===== src/rtl/uart_pkg.sv =====
// Shared UART constants, divisor type and the reset-divisor helper.
package uart_pkg;

    localparam int unsigned UART_OVERSAMPLE_DEF = 16;
    localparam int unsigned UART_BAUD_DEF       = 9600;
    localparam int unsigned UART_DIV_W_DEF      = 16;
    localparam int unsigned UART_FRAC_W_DEF     = 4;

    typedef struct packed {
        logic [UART_DIV_W_DEF-1:0]  div_int;
        logic [UART_FRAC_W_DEF-1:0] div_frac;
    } baud_div_t;

    // Fixed-point clocks-per-os_tick, rounded to nearest, FRAC_W fractional bits.
    function automatic logic [63:0] calc_baud_divx(
        input logic [63:0] clk_freq,
        input logic [63:0] baud,
        input logic [63:0] os,
        input logic [63:0] frac_w
    );
        logic [63:0] den;
        den = baud * os;
        return ((clk_freq << frac_w) + (den >> 1)) / den;
    endfunction

endpackage


===== src/rtl/baud_frac_counter.sv =====
// Interval down-counter with fractional accumulator; pulses tick_o on the
// last enabled cycle of each div_int(+carry) interval.
module baud_frac_counter #(
    parameter int unsigned DIV_W  = 16,
    parameter int unsigned FRAC_W = 4
) (
    input  logic              clk,
    input  logic              arst_n,
    input  logic              en_i,
    input  logic              clr_i,
    input  logic [DIV_W-1:0]  div_int_i,
    input  logic [FRAC_W-1:0] div_frac_i,
    output logic              tick_o
);

    logic [DIV_W:0]  cnt_q, cnt_d;
    logic [DIV_W:0]  remain;
    logic [FRAC_W-1:0] acc_q, acc_d;
    logic [FRAC_W:0] acc_sum;

    // cnt_q == 0 means a fresh interval: its length is loaded from the
    // divisor and accumulator carry that are current at that moment.
    always_comb begin
        acc_sum = {1'b0, acc_q} + {1'b0, div_frac_i};
        remain  = (cnt_q == '0)
                ? ({1'b0, div_int_i} + {{DIV_W{1'b0}}, acc_sum[FRAC_W]})
                : cnt_q;
        tick_o  = en_i && !clr_i && (remain == (DIV_W+1)'(1));
        cnt_d   = cnt_q;
        acc_d   = acc_q;
        if (clr_i) begin
            cnt_d = '0;
            acc_d = '0;
        end else if (en_i) begin
            if (tick_o) begin
                cnt_d = '0;
                acc_d = acc_sum[FRAC_W-1:0];
            end else begin
                cnt_d = remain - (DIV_W+1)'(1);
            end
        end
    end

    always_ff @(posedge clk or negedge arst_n) begin
        if (!arst_n) begin
            cnt_q <= '0;
            acc_q <= '0;
        end else begin
            cnt_q <= cnt_d;
            acc_q <= acc_d;
        end
    end

endmodule


===== src/rtl/uart_baud_gen_frac.sv =====
// Fractional-N baud tick generator: divisor staging/handshake, oversample
// phase, bit tick and config error around baud_frac_counter.
module uart_baud_gen_frac
    import uart_pkg::*;
#(
    parameter int unsigned CLK_FREQ     = 100_000_000,
    parameter int unsigned DEFAULT_BAUD = UART_BAUD_DEF,
    parameter int unsigned OVERSAMPLE   = UART_OVERSAMPLE_DEF,
    parameter int unsigned DIV_W        = 16,
    parameter int unsigned FRAC_W       = 4
) (
    input  logic                          clk,
    input  logic                          arst_n,
    input  logic                          en,
    input  logic                          restart,
    input  logic [DIV_W-1:0]              cfg_div_int,
    input  logic [FRAC_W-1:0]             cfg_div_frac,
    input  logic                          cfg_valid,
    output logic                          cfg_ready,
    output logic                          cfg_err,
    output logic                          os_tick,
    output logic                          bit_tick,
    output logic [$clog2(OVERSAMPLE)-1:0] os_phase
);

    localparam int unsigned PH_W = $clog2(OVERSAMPLE);
    localparam logic [63:0] DEFX = calc_baud_divx(64'(CLK_FREQ), 64'(DEFAULT_BAUD),
                                                  64'(OVERSAMPLE), 64'(FRAC_W));
    localparam logic [DIV_W-1:0]  DEF_INT  = DIV_W'(DEFX >> FRAC_W);
    localparam logic [FRAC_W-1:0] DEF_FRAC = FRAC_W'(DEFX);

    logic [DIV_W-1:0]  act_int_q, act_int_d, stg_int_q, stg_int_d;
    logic [FRAC_W-1:0] act_frac_q, act_frac_d, stg_frac_q, stg_frac_d;
    logic              pend_q, pend_d;
    logic              err_q, err_d;
    logic              os_q, os_d, bit_q, bit_d;
    logic [PH_W-1:0]   phase_q, phase_d;
    logic              boundary, xfer, bad, good;

    baud_frac_counter #(
        .DIV_W  (DIV_W),
        .FRAC_W (FRAC_W)
    ) u_cnt (
        .clk        (clk),
        .arst_n     (arst_n),
        .en_i       (en),
        .clr_i      (restart),
        .div_int_i  (act_int_q),
        .div_frac_i (act_frac_q),
        .tick_o     (boundary)
    );

    assign cfg_ready = !pend_q;
    assign cfg_err   = err_q;
    assign os_tick   = os_q;
    assign bit_tick  = bit_q;
    assign os_phase  = phase_q;

    always_comb begin
        xfer       = cfg_valid && cfg_ready;
        bad        = xfer && (cfg_div_int < DIV_W'(2));
        good       = xfer && !bad;
        act_int_d  = act_int_q;
        act_frac_d = act_frac_q;
        stg_int_d  = stg_int_q;
        stg_frac_d = stg_frac_q;
        pend_d     = pend_q;
        phase_d    = phase_q;
        err_d      = bad;
        os_d       = boundary;
        bit_d      = boundary && (phase_q == PH_W'(OVERSAMPLE - 1));
        // A transfer can only happen while nothing is pending, so restart
        // activates either the fresh offer or the staged value, never both.
        if (restart) begin
            phase_d = '0;
            pend_d  = 1'b0;
            if (good) begin
                act_int_d  = cfg_div_int;
                act_frac_d = cfg_div_frac;
            end else if (pend_q) begin
                act_int_d  = stg_int_q;
                act_frac_d = stg_frac_q;
            end
        end else begin
            if (boundary) begin
                phase_d = phase_q + PH_W'(1);
                if (pend_q) begin
                    act_int_d  = stg_int_q;
                    act_frac_d = stg_frac_q;
                    pend_d     = 1'b0;
                end
            end
            if (good) begin
                stg_int_d  = cfg_div_int;
                stg_frac_d = cfg_div_frac;
                pend_d     = 1'b1;
            end
        end
    end

    always_ff @(posedge clk or negedge arst_n) begin
        if (!arst_n) begin
            act_int_q  <= DEF_INT;
            act_frac_q <= DEF_FRAC;
            stg_int_q  <= '0;
            stg_frac_q <= '0;
            pend_q     <= 1'b0;
            err_q      <= 1'b0;
            os_q       <= 1'b0;
            bit_q      <= 1'b0;
            phase_q    <= '0;
        end else begin
            act_int_q  <= act_int_d;
            act_frac_q <= act_frac_d;
            stg_int_q  <= stg_int_d;
            stg_frac_q <= stg_frac_d;
            pend_q     <= pend_d;
            err_q      <= err_d;
            os_q       <= os_d;
            bit_q      <= bit_d;
            phase_q    <= phase_d;
        end
    end

endmodule


===== config.mk =====
export PLATFORM = sky130hd
export DESIGN_NAME = uart_baud_gen_frac
export DESIGN_NICKNAME = d
export VERILOG_FILES = /design/src/rtl/uart_pkg.sv /design/src/rtl/baud_frac_counter.sv /design/src/rtl/uart_baud_gen_frac.sv
export SDC_FILE = /design/constraint.sdc
export NUM_CORES = 1
export LEC_CHECK = 0
export BUFFER_PORTS_ARGS = -buffer_cell sky130_fd_sc_hd__buf_2
export CAP_MARGIN = 20
export CORE_UTILIZATION = 25
export CTS_BUF_LIST = sky130_fd_sc_hd__clkbuf_8
export DETAILED_ROUTE_END_ITERATION = 12
export HOLD_SLACK_MARGIN = 0.03
export PLACE_DENSITY = 0.42
export SYNTH_ARGS = -nofsm -noshare
export SYNTH_HDL_FRONTEND = slang
export SYNTH_SLANG_ARGS = --single-unit

===== constraint.sdc =====
create_clock -name clk -period 5.55 [get_ports clk]
set_clock_uncertainty 0.05 [all_clocks]
set_input_delay 1.11 -clock clk [delete_from_list [all_inputs] [get_ports clk]]
set_output_delay 1.11 -clock clk [all_outputs]
set_load 0.02 [all_outputs]

Word level (Yosys, flattened, before mapping):

Index checks and enable logic that the tools add are counted.

* bits of input ports: 25
* flip-flop bits (word level): 69
* output and inout port bits: 8

* $lt $le $gt $ge: 1
* equal/unequal tests: 2
* $add $sub $neg: 4
* bitwise operators: 1
* multiplexer cells: 20
* reduce and logical (&&, ||, !) cells: 15

Operators with widths (number)
* two-way mux 17 bit: 4
* two-way mux 16 bit: 4
* two-way mux 4 bit: 9
* adder 16 x 1 -> 17 bit: 1
* == test 17 x 1 -> 1 bit (second input constant): 1
* zero test 17 bit: 1
* subtractor 17 x 1 -> 17 bit (second input constant): 1
* less-than comparator 16 x 2 -> 1 bit (second input constant): 1
* logical AND 1 bit: 6
* adder 4 x 4 -> 5 bit: 1
* adder 4 x 1 -> 4 bit (second input constant): 1
* == test 4 bit (second input constant): 1
* AND reduction 2 bit: 2
* nonzero test 2 bit: 2
* zero test 1 bit: 3
* two-way mux 1 bit: 3
* nonzero test 3 bit: 1
* inverter 1 bit: 1

Longest topological paths before layout:

Gate-level depths: netlist (run 1).

* depth in word-level cells: 8
* gate-level depth with buffers: 16

Cells and area by module:

A second synthesis (run 1) with hierarchy kept.

* cells, all modules: 419
* area total of the unflattened synthesis: 4464.3 µm²

By module, submodules not included
* baud_frac_counter: area an instance 2284.7 µm², sequential area each 525.5 µm², times used 1, cells an instance 279
* uart_baud_gen_frac: area an instance 2179.6 µm², sequential area each 1208.7 µm², times used 1, cells an instance 140

Least setup slack after synthesis (run 1):

Ideal clock, no wire load.

* path kind: register to register
* from: reg act_frac_q[0]
* to: reg act_int_q[3]
* path slack: 1.678 ns
* cell stages (with the launch flop): 17
* buffers on the path: 2
* clock period less this slack: 3.872 ns
* data arrival time: 3.747 ns
* required time: 5.425 ns
* cells stage by stage: dfstp_2 ha_1 fa_1 a21o_1 a21o_1 ha_1 ha_1 buf_2 nand3_1 or4_4 mux2i_1 o22a_2 a2111oi_4 a21oi_4 a21oi_4 buf_6 a2bb2oi_1

* cells in the longest elaborated chain, start to end: 6

RTL lines
* from (decl): RTL line uart_baud_gen_frac.sv:33 `logic [FRAC_W-1:0] act_frac_q, act_frac_d, stg_frac_q, stg_frac_d;`
* from (signal assigned): RTL line uart_baud_gen_frac.sv:114 `act_frac_q <= act_frac_d;`
* adder 4 x 4 -> 5 bit: RTL line baud_frac_counter.sv:24 `acc_sum = {1'b0, acc_q} + {1'b0, div_frac_i};`
* adder 16 x 1 -> 17 bit: RTL line baud_frac_counter.sv:26 `? ({1'b0, div_int_i} + {{DIV_W{1'b0}}, acc_sum[FRAC_W]})`
* two-way mux 17 bit: RTL line baud_frac_counter.sv:26
* == test 17 x 1 -> 1 bit: RTL line baud_frac_counter.sv:28 `tick_o = en_i && !clr_i && (remain == (DIV_W+1)'(1));`
* logical AND 1 bit: RTL line baud_frac_counter.sv:28
* nonzero test 2 bit (no source line)
* to (signal assigned): RTL line uart_baud_gen_frac.sv:113 `act_int_q <= act_int_d;`
* to (decl): RTL line uart_baud_gen_frac.sv:32 `logic [DIV_W-1:0] act_int_q, act_int_d, stg_int_q, stg_int_d;`

Every way passes these cells.
A chain may end at the register's enable or synchronous reset.

Worst setup path in the final report (run 1):

* from: reg act_frac_q[0]
* to: reg u_cnt.cnt_q[5]

* cells in the longest elaborated chain, start to end: 8
* elaborated cells on any way between the ends: 9
* classes of those cells: 3 x add/sub; 1 x eq/ne; 4 x mux; 1 x reduce/logical

RTL lines
* adder 4 x 4 -> 5 bit (*): RTL line baud_frac_counter.sv:24
* adder 16 x 1 -> 17 bit (*): RTL line baud_frac_counter.sv:26
* two-way mux 17 bit (*): RTL line baud_frac_counter.sv:26
* parallel branches: the longest is 2 deep, another holds subtractor 17 x 1 -> 17 bit
* two-way mux 17 bit (*): RTL line baud_frac_counter.sv:35 `if (tick_o) begin`
* two-way mux 17 bit (*): RTL line baud_frac_counter.sv:34 `end else if (en_i) begin`
* two-way mux 17 bit (*): RTL line baud_frac_counter.sv:31 `if (clr_i) begin`
* to (signal assigned): RTL line baud_frac_counter.sv:49 `cnt_q <= cnt_d;`
* to (decl): RTL line baud_frac_counter.sv:16 `logic [DIV_W:0] cnt_q, cnt_d;`

Every way passes the cells marked *. The select of a mux whose other input is x is not followed.

==> results.toml, run 1 <==
[run_status]
status = "complete, no violations"

[yosys]
synth-edff-count = 0
ys.flop_type = "dfrtp_1"
synth.distinct_cells = 72
synth_seq_area_share_pct = 41.2
ys_seq_elements = 69
yosysWarnings = 0
synth_top_area_cell = "dfrtp_1"
synth_top_area_share_pct = 37.4
ys_top_cells_by_area = "dfrtp_1, mux2_2, dfstp_2, a2bb2oi_1, nand2_1"
async_flop_share_pct = 100
synth_nets = 454
synth_cells = 419
syn_avg_cell_area_um2 = 10.1
syn_area_mm2 = 0.00421

[place]
dp_hpwl_um = 8140
dp.cells = 650
gp_congestion = 0.841
io_buffer_count = 32
placed_area_mm2 = 0.00455

[finish]
num_antenna_cells = 0
postLayoutCellArea_mm2 = 0.00479
postLayoutCoreUtil_pct = 29.0
layout-drive-gt1-share_pct = 23.5
area_delta_synth_final_pct = 13.6
nets = 476
fin_cells = 666

[clock_network]
cts_sinks = 69
clock_latency_ns = 0.38
cts_inserted_buffers = 9
cts_tree = "built"
htreeDepth = 3
cts_hold_buf = 0
postCtsSetupBuffers = 0
clockBufferDepth = 2
cts_resized = 0
cts_root_buffer = "clkbuf_8"
path_clk_slew_ns = 0.08

[worst_setup_path]
required_ns = 5.76
crit_type = "flip-flop to flip-flop"
arrival_ns = 4.81
worstSetupEndpointType = "flip-flop"
crit_fanout = 25
cp-start-kind = "flip-flop"

[grt]
grt_pass1_vias = 3294
grt_overflow = 0
grt_use_total_pct = 14.2
grt_start_max_net_pins = 70
antenna_found_initial = 0
grt_pass1_wl_um = 19000

[sta]
fmax_ghz = 0.217
slew_headroom_pct = 28.6
drv_slew = 0
setup_viol = 0
post-route-min-period_ns = 4.60
worst_pin_slew_ns = 1.07
finalSetupTns_ns = 0
grt_setup_unrepaired = "no"
post-route-period-util_pct = 82.9
hold_viol = 0

[routing]
dr.pass1.iters = 4
ant_nets = 0
postRouteWirelength_um = 11600
viasPerCell = 5.08
wl_per_cell_um = 17.4
route.detailed.drc = 0
dr_total_vias = 3386
detail_route.iter0.violations = 186

[power_and_ir_drop]
ir_drop_v = 0.000134
power_leakage_nw = 1.96
powerDensity_mw_per_mm2 = 509

[floorplan]
die_w_um = 132
fp.coreArea_mm2 = 0.0165
die_h_um = 132
die-area_mm2 = 0.0174
io_pins = 33
start_util_pct = 25.5
num_rows = 47

[run]
max-cap-violations = 0

[hold_path]
hold_class = "flip-flop to flip-flop"
[power by group]
part | internal, mW | switching [mW] | leakage [nW] | total (mW)
clock | 0.298 | 0.218 | 0.126 | 0.516
combinational | 0.465 | 0.642 | 0.984 | 1.11
sequential | 0.649 | 0.164 | 0.848 | 0.813
[final timing paths]
path                       slack [ns]                       from  cells after the start                          to
max                              0.95  act_frac_q[0]$_DFFE_PN1P_                     14  u_cnt.cnt_q[5]$_DFFE_PN0N_
min                              0.46  act_frac_q[0]$_DFFE_PN1P_                      1   act_frac_q[0]$_DFFE_PN1P_
max reg2reg                      0.95  act_frac_q[0]$_DFFE_PN1P_                     14  u_cnt.cnt_q[5]$_DFFE_PN0N_
min reg2reg                      0.46  act_frac_q[0]$_DFFE_PN1P_                      1   act_frac_q[0]$_DFFE_PN1P_
max in group asynchronous        4.02                     arst_n                      1    stg_int_q[9]$_DFFE_PN0P_
min in group asynchronous        0.77                     arst_n                      1  u_cnt.cnt_q[8]$_DFFE_PN0N_
[placed cells by master (no fill, tap or decap), drive strengths merged, types with 3 or more instances in the layout]
cell | synthesis | routed
o31ai | 9 | 9
o2111ai | 4 | 4
dfstp | 6 | 6
buf | 13 | 35
xnor2 | 12 | 12
mux2 | 22 | 22
a2bb2oi | 19 | 19
or3 | 4 | 4
nor2b | 3 | 3
nor3 | 11 | 11
nand3 | 13 | 13
a31oi | 5 | 5
and4 | 4 | 4
nor4 | 12 | 12
and3 | 6 | 6
mux2i | 4 | 4
o22ai | 21 | 21
nand2 | 37 | 37
nand4 | 6 | 6
inv | 7 | 10
dfrtp | 63 | 63
a21oi | 18 | 18
xor2 | 9 | 9
bufinv | 0 | 3
and2 | 5 | 5
clkbuf | 11 | 9
a211oi | 3 | 3
ha | 9 | 9
o21ai | 14 | 14
a21o | 7 | 7
nand3b | 3 | 3
nor2 | 30 | 30
[worst max-delay path: stages, from the launching register on]
cell	delay, ns
dfstp_2	0.54
ha_1	0.18
fa_1	0.22
a21o_1	0.12
a21o_1	0.12
ha_1	0.24
ha_1	0.33
nand3_1	0.28
or4_4	0.59
mux2i_1	0.16
o22a_2	0.29
a2111oi_4	0.42
a21o_2	0.57
nor2_1	0.14
a22o_1	0.24
[cell type report]
cell class / count / area, um2
sequential: 69 / 1730
clock inverter: 7 / 115
inverter: 7 / 26.3
fill: 1723 / 11700
clock buffer: 9 / 124
tap: 220 / 275
multi-input combinational: 319 / 2330
timing repair buffer: 35 / 185
[state kept, by name, indices dropped and copies added (netlist names)]
signal and flops:
act_frac_q 4, pend_q 1, u_cnt.cnt_q 17, cfg_err 1, os_phase 4, os_tick 1, u_cnt.acc_q 4, stg_int_q 16
stg_frac_q 4, act_int_q 16, bit_tick 1
[cell families after synthesis]
family / after synthesis / synth area share (%)
mux: 26 / 6.83
flops: 69 / 41.2
xor+xnor: 21 / 4.37
fa+ha+maj: 10 / 3.15
compound gates: 117 / 21.4
simple gates: 145 / 19.4
buf+inv: 31 / 3.68
[synthesized netlist by cell type, types with 10 or more instances]
master and count:
nand2_1 36, nor3_1 10, a21oi_1 16, o21ai_0 12
nor2_1 30, xnor2_1 12, dfrtp_1 63, nor4_1 10
nand3_1 13, o22ai_1 21, clkbuf_1 10, a2bb2oi_1 17
mux2_2 22
[stage by stage]
step                      total power, mW  hold WS, ns  worst slack [ns]
final                                2.44        0.460             0.948
after global routing                 2.60        0.478             0.604
after CTS                            2.45        0.461             0.919
after detailed placement             1.92        0.447             0.920
after global placement               1.91        0.440              1.01
after floorplan                      1.63        0.380              1.68
[metal layers]
layer  share of wire [%]  vias up  GRT usage [%]
met5                   0        -              0
met2                  44       77           21.5
li1                    -     1622              -
met3                 4.1       12           3.50
met4                 1.6        0           5.23
met1                  50     1675           19.6
Note: power is estimated with default switching activity, not from simulation.
==> run 2, diff against run 1 <==
PLACE_DENSITY = 0.43   (was 0.42)
clock period = 4.2 ns   (was 5.55 ns; I/O delays follow)
==> run 2 against run 1 <==
  * Power up 30%
  * Sequential share of layout area down 0.85 points
  * Die area unchanged
  * Worst hold slack worse by 0.070 ns
  * First-iteration DRC count up 6.5%
  * Clock power up 10%
  * Flip-flop and latch count unchanged
  * Combinational power up 38%
  * Critical endpoint is now act_int_q[15]$_DFFE_PN0P_
==> results.toml, run 2 (synthesis gave the netlist of run 1 again) <==
[floorplan]
num_rows = 47
die_w_um = 132
die_h_um = 132
start_util_pct = 25.5
fp.coreArea_mm2 = 0.0165
die-area_mm2 = 0.0174
io_pins = 33

[sta]
post-route-period-util_pct = 94.0
fmax_ghz = 0.253
worst_pin_slew_ns = 1.06
setup_viol = 0
grt_setup_unrepaired = "no"
hold_viol = 0
finalSetupTns_ns = 0
slew_headroom_pct = 29.3
post-route-min-period_ns = 3.95
setup_slack_ns = 0.251
drv_slew = 0

[finish]
postLayoutCoreUtil_pct = 29.7
largestRegisters = "u_cnt.cnt_q x17, act_int_q x16, stg_int_q x16"
fin_cells = 680
regMostFlops = "u_cnt.cnt_q"
largest_register_ffs = 17
mostFrequentLayoutCells = "dfrtp_1, nand2_1, buf_2, nor2_1, mux2_2"
postLayoutCellArea_mm2 = 0.00490
layout_commonest_cell = "dfrtp_1"
layout-drive-gt1-share_pct = 27.0
nets = 490
num_antenna_cells = 0
area_delta_synth_final_pct = 16.3

[routing]
dr.pass1.iters = 4
dr_total_vias = 3438
postRouteWirelength_um = 11800
ant_nets = 0
viasPerCell = 5.06
route.detailed.drc = 0
wl_per_cell_um = 17.4
detail_route.iter0.violations = 198

[worst_setup_path]
critPathBufInv = 1
rr_worst_depth = 15
worstSetupEndpointType = "flip-flop"
cp-start-kind = "flip-flop"
arrival_ns = 4.20
crit_top_cell = "ha_1"
required_ns = 4.45
r2r_start = "act_frac_q[0]$_DFFE_PN1P_"
rrSetupSlack_ns = 0.25
crit_type = "flip-flop to flip-flop"
crit_fanout = 20
r2r-end = "act_int_q[15]$_DFFE_PN0P_"
max_stage_delay_ns = 0.54
timing.critical_path.cells = "ha_1 > fa_1 > a21o_1 > a21o_1 > ha_1 > ha_1 > nand3_1 > or4_4 > mux2i_1 > o22a_2 > a2111oi_4 > a21oi_4 > a21oi_4 > buf_12 > a2bb2oi_1"
cpMaxStageDelayCell = "dfstp_2"
critPathTopFamily = "compound AO/OA/AOI/OAI gates"

[place]
place_ws_ns = 0.0933
placed_area_mm2 = 0.00467
dp_hpwl_um = 8620
io_buffer_count = 32
dp.cells = 664
gp_congestion = 0.793

[hold_path]
hold_class = "input port to asynchronous set/reset pin"

[clock_network]
path_clk_slew_ns = 0.09
clockBufferDepth = 2
cts_resized = 0
clock_latency_ns = 0.38
cts_tree = "built"
cts_root_buffer = "clkbuf_8"
htreeDepth = 3
cts_inserted_buffers = 9
cts_hold_buf = 0
cts_sinks = 69
postCtsSetupBuffers = 0

[grt]
grt_pass1_vias = 3373
antenna_found_initial = 0
grt_start_max_net_pins = 31
grt_overflow = 0
grt_use_total_pct = 14.4
grt_pass1_wl_um = 19100

[run]
max-cap-violations = 0

[power_and_ir_drop]
ir_drop_v = 0.000207
power_leakage_nw = 2.02
powerDensity_mw_per_mm2 = 648

[run_status]
status = "complete, no violations"
[run 2: area by class of cell]
class,count,area [um2]
clock buffers,9,124
flip-flops and latches,69,1730
well taps,220,275
multi-input cells,319,2350
fillers,1736,11600
inverters,7,26.3
clock inverters,7,75.1
repair buffers,49,313
[run 2: metal layers]
layer	vias up	global-route usage, %	routed length [um]
met1	1663	20.1	5790
li1	1665	-	-
met5	-	0	0
met4	0	5.81	290
met2	92	21.1	5150
met3	18	3.65	575
[run 2: worst register-to-register path: stages (launching register included)]
cell	delay [ns]
dfstp_2	0.54
ha_1	0.18
fa_1	0.21
a21o_1	0.12
a21o_1	0.12
ha_1	0.24
ha_1	0.22
nand3_1	0.11
or4_4	0.54
mux2i_1	0.16
o22a_2	0.29
a2111oi_4	0.43
a21oi_4	0.17
a21oi_4	0.17
buf_12	0.18
a2bb2oi_1	0.17
[run 2: worst max path at each step]
stage / start / end / slack, ns / depth (start not counted)
after floorplan: act_frac_q[0]$_DFFE_PN1P_ / act_int_q[7]$_DFFE_PN1P_ / 0.33 / 16
after global placement: u_cnt.acc_q[0]$_DFFE_PN0P_ / u_cnt.cnt_q[3]$_DFFE_PN0N_ / 0.08 / 14
after detailed placement: u_cnt.acc_q[0]$_DFFE_PN0P_ / u_cnt.cnt_q[3]$_DFFE_PN0N_ / 0.09 / 14
after CTS: u_cnt.acc_q[0]$_DFFE_PN0P_ / u_cnt.cnt_q[3]$_DFFE_PN0N_ / 0.08 / 14
after global routing: act_frac_q[0]$_DFFE_PN1P_ / act_frac_q[1]$_DFFE_PN0P_ / 0.02 / 16
final: act_frac_q[0]$_DFFE_PN1P_ / act_int_q[15]$_DFFE_PN0P_ / 0.25 / 15
[run 2: power by group]
part / switching [mW] / internal, mW
Combinational: 0.872 / 0.658
Sequential: 0.217 / 0.857
Clock: 0.293 / 0.277
[run 2: metrics by stage]
stage / hold WS, ns / power, mW
global placement: 0.423 / 2.56
finish: 0.390 / 3.17
global route: 0.409 / 3.42
CTS: 0.388 / 3.17
floorplan: 0.380 / 2.16
detailed placement: 0.428 / 2.57
==> run 3, diff against run 2 <==
CORE_ASPECT_RATIO = 2   (was unset)
SYNTH_HIERARCHICAL = 1   (was unset)
==> run 3 against run 2 <==
  * Largest cell class unchanged
  * Register-to-register slack got worse by 0.19 ns
  * Power increased by 4.1%
  * Clock power increased by 4.7%
  * Combinational power increased by 8%
  * Worst hold slack improved by 0.072 ns
  * First-iteration DRC count decreased by 23%
  * Non-clock buffer count increased by 35
  * Synthesized area increased by 6.0%
  * Synthesized cell count unchanged
  * Utilization increased by 2.6 points
  * Wire length increased by 11%
  * Global-route usage increased by 1.1 points
==> results.toml, run 3 <==
[run_status]
status = "complete, no violations"

[floorplan]
io_pins = 33
num_rows = 68
fp.coreArea_mm2 = 0.0174
die_w_um = 96.5
start_util_pct = 25.7
die-area_mm2 = 0.0184
die_h_um = 191

[sta]
drv_slew = 0
post-route-period-util_pct = 98.6
setup_slack_ns = 0.0591
setup_viol = 0
worst_pin_slew_ns = 0.915
fmax_ghz = 0.241
post-route-min-period_ns = 4.14
grt_setup_unrepaired = "yes"
hold_viol = 0
slew_headroom_pct = 39.0

[grt]
grt_pass1_vias = 3760
antenna_found_initial = 0
grt_pass1_wl_um = 20700
grt_overflow = 0
grt_start_max_net_pins = 70
grt_use_total_pct = 15.5

[yosys]
syn_area_mm2 = 0.00446
ys_top_cells_by_count = "dfrtp_1, nor2_1, mux2_2"
synth-edff-count = 0
synth_top_area_cell = "dfrtp_1"
synth_top_area_share_pct = 35.3
synth.distinct_cells = 74
async_flop_share_pct = 100
ys_top_cells_by_area = "dfrtp_1, mux2_2, mux2_4, nor2_1, dfstp_2"
ys.flop_type = "dfrtp_1"
syn_avg_cell_area_um2 = 10.7
synth_cells = 419
ys_seq_elements = 69
synth_seq_area_share_pct = 38.8
synth.most_common_cell = "dfrtp_1"
synth_nets = 454
yosysWarnings = 6

[finish]
mostFrequentLayoutCells = "dfrtp_1, buf_4, nor2_1, mux2_2, buf_2"
postLayoutCoreUtil_pct = 32.2
num_antenna_cells = 0
area_delta_synth_final_pct = 25.3
layout_commonest_cell = "dfrtp_1"
largest_register_ffs = 17
largestRegisters = "u_cnt/cnt_q x17, act_int_q x16, stg_int_q x16"
fillerInstances = 1833
layout-drive-gt1-share_pct = 43.8
regMostFlops = "u_cnt/cnt_q"
nets = 532
postLayoutCellArea_mm2 = 0.00559

[routing]
dr.pass1.iters = 5
viasPerCell = 5.04
wl_per_cell_um = 18.4
postRouteWirelength_um = 13100
ant_nets = 0
dr_total_vias = 3591
detail_route.iter0.violations = 152
route.detailed.drc = 0

[clock_network]
htreeDepth = 3
cts_root_buffer = "clkbuf_8"
cts_hold_buf = 0
clock_latency_ns = 0.38
path_clk_slew_ns = 0.08
cts_sinks = 69
cts_tree = "built"
clockBufferDepth = 2
cts_inserted_buffers = 9

[place]
io_buffer_count = 32
place_ws_ns = -0.0664
placed_area_mm2 = 0.00508
dp_hpwl_um = 9880
gp_congestion = 0.827

[power_and_ir_drop]
power_leakage_nw = 2.40
ir_drop_v = 0.000317
powerDensity_mw_per_mm2 = 591
power_mw = 3.30

[worst_setup_path]
crit_fanout = 8
crit_type = "flip-flop to flip-flop"
required_ns = 4.41
cp-start-kind = "flip-flop"
worstSetupEndpointType = "flip-flop"
arrival_ns = 4.35

[hold_path]
hold_class = "flip-flop to flip-flop"

[run]
max-cap-violations = 0
-- run 3: final cells by class --
type / instances / area [um2] / share of cell area [%]
Tap cell: 210 / 263 / 4.70
Timing Repair Buffer: 84 / 606 / 10.8
Inverter: 11 / 41.3 / 0.738
Multi-Input combinational cell: 322 / 2740 / 49.0
Clock inverter: 5 / 58.8 / 1.05
Clock buffer: 11 / 151 / 2.71
Sequential cell: 69 / 1730 / 31.0
-- run 3: repair_timing --
item,4_1_cts,5_1_grt
hold endpoints to repair,0,0
cloned,1,0
pin swaps,8,3
setup endpoints to repair,20,22
setup buffers,13,5
resized for setup,13,18
-- run 3: report_power, final --
group	leakage (nW)	internal, mW	switching, mW	total [mW]
registers	0.859	0.843	0.214	1.06
clock network	0.102	0.306	0.290	0.597
logic	1.44	0.810	0.840	1.65
-- run 3: cell families (layout without fill, tap and decap cells) --
logic type	count (synthesis)	after routing	synth area share, %
AO/OA/AOI/OAI	76	76	13.8
XOR/XNOR	21	21	4.12
adder cells (fa/ha/maj)	10	10	2.97
buffers and inverters	28	111	3.56
flip-flops	69	69	38.8
multiplexers	66	66	18.2
AND/OR/NAND/NOR	149	149	18.5
-- run 3: through the flow --
stage / hold slack (ns) / TNS [ns] / std cells
finish: 0.462 / 0 / 712
global route: 0.484 / -1.96 / 712
CTS: 0.466 / 0 / 707
detailed placement: 0.441 / -0.783 / 677
global placement: 0.440 / -0.394 / 677
floorplan: 0.396 / -0.0222 / 419
-- run 3: routing by layer --
layer	part of all wire, %	track usage [%]
met5	0	0
met2	57	29.1
met1	36	15.3
met3	2.4	2.27
met4	4.4	9.39
-- run 3: critical path, cell delays in order, from the launching register on --
cell      delay, ns
dfstp_2        0.56
ha_4           0.14
inv_2          0.03
fa_2           0.33
nor2b_2        0.13
o21ai_1        0.07
nand2b_1       0.12
ha_4           0.17
ha_4           0.17
nand2_4        0.09
or3_4          0.36
o22ai_4        0.17
a22oi_2        0.08
or4_4          0.58
nor2_4         0.17
o21ai_4        0.12
buf_12         0.17
mux2_2         0.26
mux2_2         0.26
-- run 3: final timing paths --
check / from / endpoint / slack, ns / cells after the start
min in group asynchronous: arst_n / u_cnt/cnt_q[11]$_DFFE_PN0P_ / 0.53 / 1
max in group asynchronous: arst_n / os_phase[3]$_DFFE_PN0P_ / 2.95 / 1
worst max-delay path: act_frac_q[0]$_DFFE_PN1P_ / act_int_q[14]$_DFFE_PN0P_ / 0.06 / 18
worst min-delay path: stg_int_q[3]$_DFFE_PN0P_ / stg_int_q[3]$_DFFE_PN0P_ / 0.46 / 1
worst min register to register: stg_int_q[3]$_DFFE_PN0P_ / stg_int_q[3]$_DFFE_PN0P_ / 0.46 / 1
worst max register to register: act_frac_q[0]$_DFFE_PN1P_ / act_int_q[14]$_DFFE_PN0P_ / 0.06 / 18
